[src/rtl/fft_corr_pkg.sv]
// Shared types and constants for the correlation datapath front end.
package fft_corr_pkg;

    typedef enum logic [1:0] {IDLE, REF, SIG, BYP} seq_state_t;

    // Demux select encodings, shared with the downstream demultiplexer.
    localparam logic [1:0] SEL_REF = 2'b00;
    localparam logic [1:0] SEL_SIG = 2'b01;
    localparam logic [1:0] SEL_BYP = 2'b10;

    localparam int FRAME_LEN_DEFAULT = 1024;

endpackage

[src/rtl/frame_beat_counter.sv]
// Counts handshaked beats modulo FRAME_LEN and flags the last beat of a frame.
// Kept standalone so the correlator output side can reuse it.
module frame_beat_counter
    import fft_corr_pkg::*;
#(
    parameter int FRAME_LEN = FRAME_LEN_DEFAULT
) (
    input  logic                         clk,
    input  logic                         rst_n,
    input  logic                         i_clr,
    input  logic                         i_beat,
    output logic [$clog2(FRAME_LEN)-1:0] o_cnt,
    output logic                         o_last
);

    localparam int CW = $clog2(FRAME_LEN);
    localparam logic [CW-1:0] LAST = CW'(FRAME_LEN - 1);

    logic [CW-1:0] r_cnt;

    assign o_cnt  = r_cnt;
    assign o_last = i_beat && (r_cnt == LAST);

    // Beat position within the current frame; a clear wins over a beat.
    always_ff @(posedge clk or negedge rst_n) begin
        if (!rst_n)
            r_cnt <= '0;
        else if (i_clr)
            r_cnt <= '0;
        else if (i_beat)
            r_cnt <= o_last ? '0 : r_cnt + 1'b1;
    end

endmodule

[src/rtl/fft_frame_sequencer.sv]
// Frame sequencer ahead of the AXI-Stream demux: passes samples through,
// counts them into FFT frames and steers the demux select (one reference
// frame, then signal frames, or bypass) switching only on frame boundaries.
module fft_frame_sequencer
    import fft_corr_pkg::*;
#(
    parameter int DATA_WIDTH = 32,
    parameter int FRAME_LEN  = FRAME_LEN_DEFAULT,
    parameter int CNT_WIDTH  = 16
) (
    input  logic                  aclk,
    input  logic                  aresetn,
    input  logic [DATA_WIDTH-1:0] indata_tdata,
    input  logic                  indata_tvalid,
    output logic                  indata_tready,
    output logic [DATA_WIDTH-1:0] outdata_tdata,
    output logic                  outdata_tvalid,
    input  logic                  outdata_tready,
    output logic [1:0]            demux_sel,
    input  logic                  start,
    input  logic                  bypass,
    input  logic                  stop,
    input  logic [CNT_WIDTH-1:0]  num_frames,
    output logic                  busy,
    output logic                  frame_done,
    output logic                  ref_loaded
);

    seq_state_t                   r_state;
    logic [1:0]                   r_sel;
    logic [CNT_WIDTH-1:0]         r_num;
    logic [CNT_WIDTH-1:0]         r_frame_cnt;
    logic                         r_stop_pending;
    logic                         r_frame_done;
    logic                         r_ref_loaded;

    logic                         w_active;
    logic                         w_beat;
    logic                         w_last;
    logic                         w_start;
    logic                         w_stop_now;
    logic                         w_sat;
    logic                         w_term;
    logic [CNT_WIDTH:0]           w_frame_inc;
    logic [$clog2(FRAME_LEN)-1:0] w_beat_cnt;

    // Zero-latency pass-through, gated while idle. tvalid never looks at tready.
    assign w_active       = (r_state != IDLE);
    assign outdata_tdata  = indata_tdata;
    assign outdata_tvalid = indata_tvalid & w_active;
    assign indata_tready  = outdata_tready & w_active;
    assign w_beat         = outdata_tvalid & outdata_tready;

    assign w_start     = start & ~w_active;
    assign w_stop_now  = r_stop_pending | stop;
    assign w_sat       = &r_frame_cnt;
    // Extra MSB keeps a saturated counter from aliasing onto num_frames.
    assign w_frame_inc = {1'b0, r_frame_cnt} + 1'b1;
    assign w_term      = (r_num != '0) && !w_frame_inc[CNT_WIDTH] &&
                         (w_frame_inc[CNT_WIDTH-1:0] == r_num);

    assign demux_sel  = r_sel;
    assign busy       = w_active;
    assign frame_done = r_frame_done;
    assign ref_loaded = r_ref_loaded;

    frame_beat_counter #(.FRAME_LEN(FRAME_LEN)) u_beat_cnt (
        .clk    (aclk),
        .rst_n  (aresetn),
        .i_clr  (w_start),
        .i_beat (w_beat),
        .o_cnt  (w_beat_cnt),
        .o_last (w_last)
    );

    // Run control: state, select, frame accounting and status flags.
    always_ff @(posedge aclk or negedge aresetn) begin
        if (!aresetn) begin
            r_state        <= IDLE;
            r_sel          <= SEL_REF;
            r_num          <= '0;
            r_frame_cnt    <= '0;
            r_stop_pending <= 1'b0;
            r_frame_done   <= 1'b0;
            r_ref_loaded   <= 1'b0;
        end else begin
            r_frame_done <= w_last;
            if (w_active && stop)
                r_stop_pending <= 1'b1;
            case (r_state)
                IDLE: begin
                    if (start) begin
                        r_num          <= num_frames;
                        r_frame_cnt    <= '0;
                        r_stop_pending <= 1'b0;
                        r_ref_loaded   <= 1'b0;
                        r_state        <= bypass ? BYP : REF;
                        r_sel          <= bypass ? SEL_BYP : SEL_REF;
                    end
                end
                REF: begin
                    if (w_last) begin
                        r_ref_loaded <= 1'b1;
                        if (w_stop_now) begin
                            r_state <= IDLE;
                        end else begin
                            r_state <= SIG;
                            r_sel   <= SEL_SIG;
                        end
                    end
                end
                SIG, BYP: begin
                    if (w_last) begin
                        if (!w_sat)
                            r_frame_cnt <= w_frame_inc[CNT_WIDTH-1:0];
                        if (w_stop_now || w_term)
                            r_state <= IDLE;
                    end
                end
                default: r_state <= IDLE;
            endcase
        end
    end

endmodule

[config.mk]
export PLATFORM = sky130hd
export DESIGN_NAME = fft_frame_sequencer
export DESIGN_NICKNAME = d
export VERILOG_FILES = /design/src/rtl/fft_corr_pkg.sv /design/src/rtl/frame_beat_counter.sv /design/src/rtl/fft_frame_sequencer.sv
export SDC_FILE = /design/constraint.sdc
export NUM_CORES = 1
export LEC_CHECK = 0
export CORE_MARGIN = 3
export CORE_UTILIZATION = 47
export CTS_CLUSTER_DIAMETER = 60
export DETAILED_ROUTE_END_ITERATION = 8
export PLACE_DENSITY = 0.8
export SLEW_MARGIN = 20
export SYNTH_ARGS = -nofsm -noshare
export SYNTH_HDL_FRONTEND = slang
export SYNTH_SLANG_ARGS = --single-unit
export TNS_END_PERCENT = 10
[constraint.sdc]
create_clock -name aclk -period 3.2 [get_ports aclk]
set_clock_uncertainty 0.2 [all_clocks]
set_input_delay 0.64 -clock aclk [delete_from_list [all_inputs] [get_ports aclk]]
set_output_delay 0.64 -clock aclk [all_outputs]
set_load 0.005 [all_outputs]
==> results.py <==
metrics = {
    "drt": {
        "vias": 2482,
        "avgRoutedWirePerCell_um": 14.95,
        "wirelength_mm": 6.488,
        "drc_errors": 0,
        "antenna_left": 0,
        "avgViaCountPerCell": 5.719,
        "drtIter0Drc": 284,
        "dr.pass1.iters": 5,
    },
    "clock_tree": {
        "cts_buffers": 5,
        "cts_tree": "yes",
        "clk_pin_slew_worst_paths_ns": 0.09,
        "htree_levels": 2,
        "hold_buffers": 0,
        "cts-root-buf": "clkbuf_8",
        "post_cts_buffers": 0,
        "insertion_delay_ns": 0.30,
        "cts_buffer_depth": 2,
        "cts-resized-gates": 0,
        "clock_sinks": 49,
    },
    "die": {
        "fp-row-count": 28,
        "start_util_pct": 50.20,
        "die-area_um2": 7556,
        "core_area_um2": 6131,
        "ios": 94,
        "die_w_um": 86.93,
        "die_h_um": 86.93,
    },
    "cells_and_area": {
        "diodes": 0,
        "layout-drive-gt1-share_pct": 7.521,
        "final_common_cell": "nand2_1",
        "fillers": 551,
        "area_growth_pct": 7.520,
        "final_net_count": 415,
        "fin_cells": 434,
        "layout_common_cells": "nand2_1, dfrtp_1, clkdlybuf4s50_1",
    },
    "flow_run": {
        "cap_violations": 0,
    },
    "synth": {
        "syn_nets": 420,
        "synth-edff-count": 0,
        "async_flop_share_pct": 100.0,
        "ys_types": 55,
        "synthTopCellsByArea": "dfrtp_1, nand2_1, buf_4, o21ai_0, xnor2_1",
        "ys.flop_type": "dfrtp_1",
        "synth_area_per_cell_um2": 8.479,
        "synth_seq_area_share_pct": 39.84,
        "syn_inst": 363,
        "syn-cell-area_um2": 3078,
        "yosysTopAreaCellShare_pct": 39.84,
        "yosys_register_bits": 49,
        "synth_warnings": 0,
        "yosys.area.top_type": "dfrtp_1",
    },
    "sta": {
        "slew_viol_final": 0,
        "post-route-min-period_ns": 2.638,
        "finalSetupTns_ns": 0,
        "relSlewSlack_pct": 62.30,
        "fin_crit_sh_pct": 82.44,
        "worst_pin_slew_ns": 0.5603,
        "setup_ws_ns": 0.5620,
        "hold_viol_final": 0,
        "setup_viol": 0,
        "rsz0062_at_grt": "no",
        "max_freq_ghz": 0.3791,
    },
    "critical_path": {
        "startpoint": "r_state[1]",
        "critPathRequiredTime_ns": 2.36,
        "endpoint_kind": "output port",
        "worstPathCellList": "nor2_1, nor2b_1, clkdlybuf4s50_1",
        "slowest_stage": "dfrtp_1",
        "max_stage_delay_ns": 0.63,
        "arrival_ns": 1.80,
        "crit_fanout": 12,
        "r2r-start": "r_frame_cnt[6]",
        "critPathLaunchType": "flip-flop",
        "worstSetupPathType": "reg -> out",
    },
    "power_and_ir_drop": {
        "internal_power_mw": 1.209,
        "irDropWorstVdd_mv": 0.4038,
        "seq_power_share_pct": 48.7,
        "pwr-share-comb_pct": 25.7,
        "p_leak_nw": 1.437,
        "p_sw_mw": 0.5868,
        "swShare_pct": 32.67,
        "clkPwrFrac_pct": 25.6,
        "powerDensity_nw_per_um2": 542.8,
    },
    "place": {
        "gp_congestion": 0.9046,
        "post-dp-hpwl_mm": 4.694,
        "port_buffers": 29,
        "dp_slack_ns": 0.2927,
        "placed_cells_incl_taps": 426,
    },
    "min_path": {
        "hold_class": "in -> async",
    },
    "outcome": {
        "status": "finished, final reports clean",
    },
    "global_route": {
        "grt_pass1_wl_mm": 11.02,
        "antenna_found_initial": 0,
        "gr-usage-all-layers_pct": 18.22,
        "gr-total-overflow": 0,
        "grt_max_degree": 27,
        "grt_pass1_vias": 2333,
    },
}
-- cells in the mapped netlist (3+ instances only) --
| cell type | instances |
|---|---|
| o21ai_0 | 22 |
| xnor2_1 | 12 |
| nor2b_1 | 3 |
| mux2i_1 | 6 |
| clkbuf_1 | 7 |
| buf_2 | 6 |
| inv_1 | 7 |
| and2_1 | 3 |
| dfrtp_1 | 49 |
| nand2_1 | 73 |
| xor2_1 | 12 |
| nor3_1 | 5 |
| nor4_1 | 8 |
| a21oi_1 | 15 |
| buf_4 | 34 |
| a31oi_1 | 5 |
| nor2_1 | 23 |
| nand3_1 | 12 |
| o31ai_1 | 9 |
| nand4_1 | 6 |
| nand2b_1 | 5 |
-- power by group through the flow --
stage / Combinational [mW] / Clock [mW] / Sequential [mW]
2_1_floorplan: 0.399 / 0 / 0.829
3_5_place_dp: 0.462 / 0 / 0.884
6_report: 0.461 / 0.460 / 0.875
3_3_place_gp: 0.447 / 0 / 0.877
4_1_cts: 0.465 / 0.466 / 0.871
5_1_grt: 0.528 / 0.501 / 0.892
-- routing by layer --
layer | global-route usage, % | vias up | routed length (um)
met2 | 28.71 | 86 | 2956
li1 | - | 1219 | -
met5 | 0 | - | 0
met3 | 3.311 | 16 | 406
met4 | 6.799 | 0 | 105
met1 | 25.02 | 1161 | 3020
-- final cells by class --
class,count,area [um^2],share of cell area [%]
Tap cell,75,93.84,2.836
Sequential cell,49,1226,37.05
Inverter,8,30.03,0.9074
Clock inverter,1,30.03,0.9074
Clock buffer,7,86.33,2.609
Multi-Input combinational cell,258,1505,45.48
Timing Repair Buffer,36,337.8,10.21
-- kinds of logic (layout without fill, tap and decap cells) --
logic type / after synthesis / in the layout / share of synthesized area (%)
DFF: 49 / 49 / 39.84
buffers and inverters: 56 / 52 / 11.26
muxes: 6 / 6 / 1.951
xor gates and xnor gates: 24 / 24 / 6.829
adders and majority gates: 2 / 2 / 0.8129
AOI/OAI and AO/OA: 71 / 71 / 15.16
and+or+nand+nor: 155 / 155 / 24.15
-- critical path: cells and delay by family, from the launching register on --
| kind | cells | cell delay [ns] |
|---|---|---|
| buffers and inverters | 1 | 0.51 |
| and+or+nand+nor | 2 | 0.35 |
| DFF | 1 | 0.63 |
-- stage by stage --
step / utilization [%] / hold slack, ns / total power [mW] / instance area (um^2)
3_5_place_dp: 52.08 / 0.3062 / 1.346 / 3193
5_1_grt: 53.98 / 0.1452 / 1.920 / 3309
6_report: 53.98 / 0.1067 / 1.796 / 3309
4_1_cts: 53.98 / 0.1396 / 1.802 / 3309
3_3_place_gp: 52.08 / 0.2743 / 1.325 / 3193
2_1_floorplan: - / 0.1444 / 1.227 / 3078
-- sequential cells by signal (all words and copies together) (netlist names) --
signal,cells
demux_sel,2
frame_done,1
r_frame_cnt,16
r_num,16
r_state,2
r_stop_pending,1
ref_loaded,1
u_beat_cnt.o_cnt,10
-- worst paths after layout --
check | endpoint | slack, ns | cells after the start
setup / recovery | outdata_tvalid | 0.56 | 3
hold / removal | u_beat_cnt.o_cnt[2] | 0.11 | 1
setup reg to reg | r_state[1] | 0.57 | 6
hold reg to reg | u_beat_cnt.o_cnt[9] | 0.32 | 1
max in group asynchronous | r_frame_cnt[8] | 1.97 | 2
min in group aclk | u_beat_cnt.o_cnt[9] | 0.32 | 1
(Power assumes the default switching activity.)
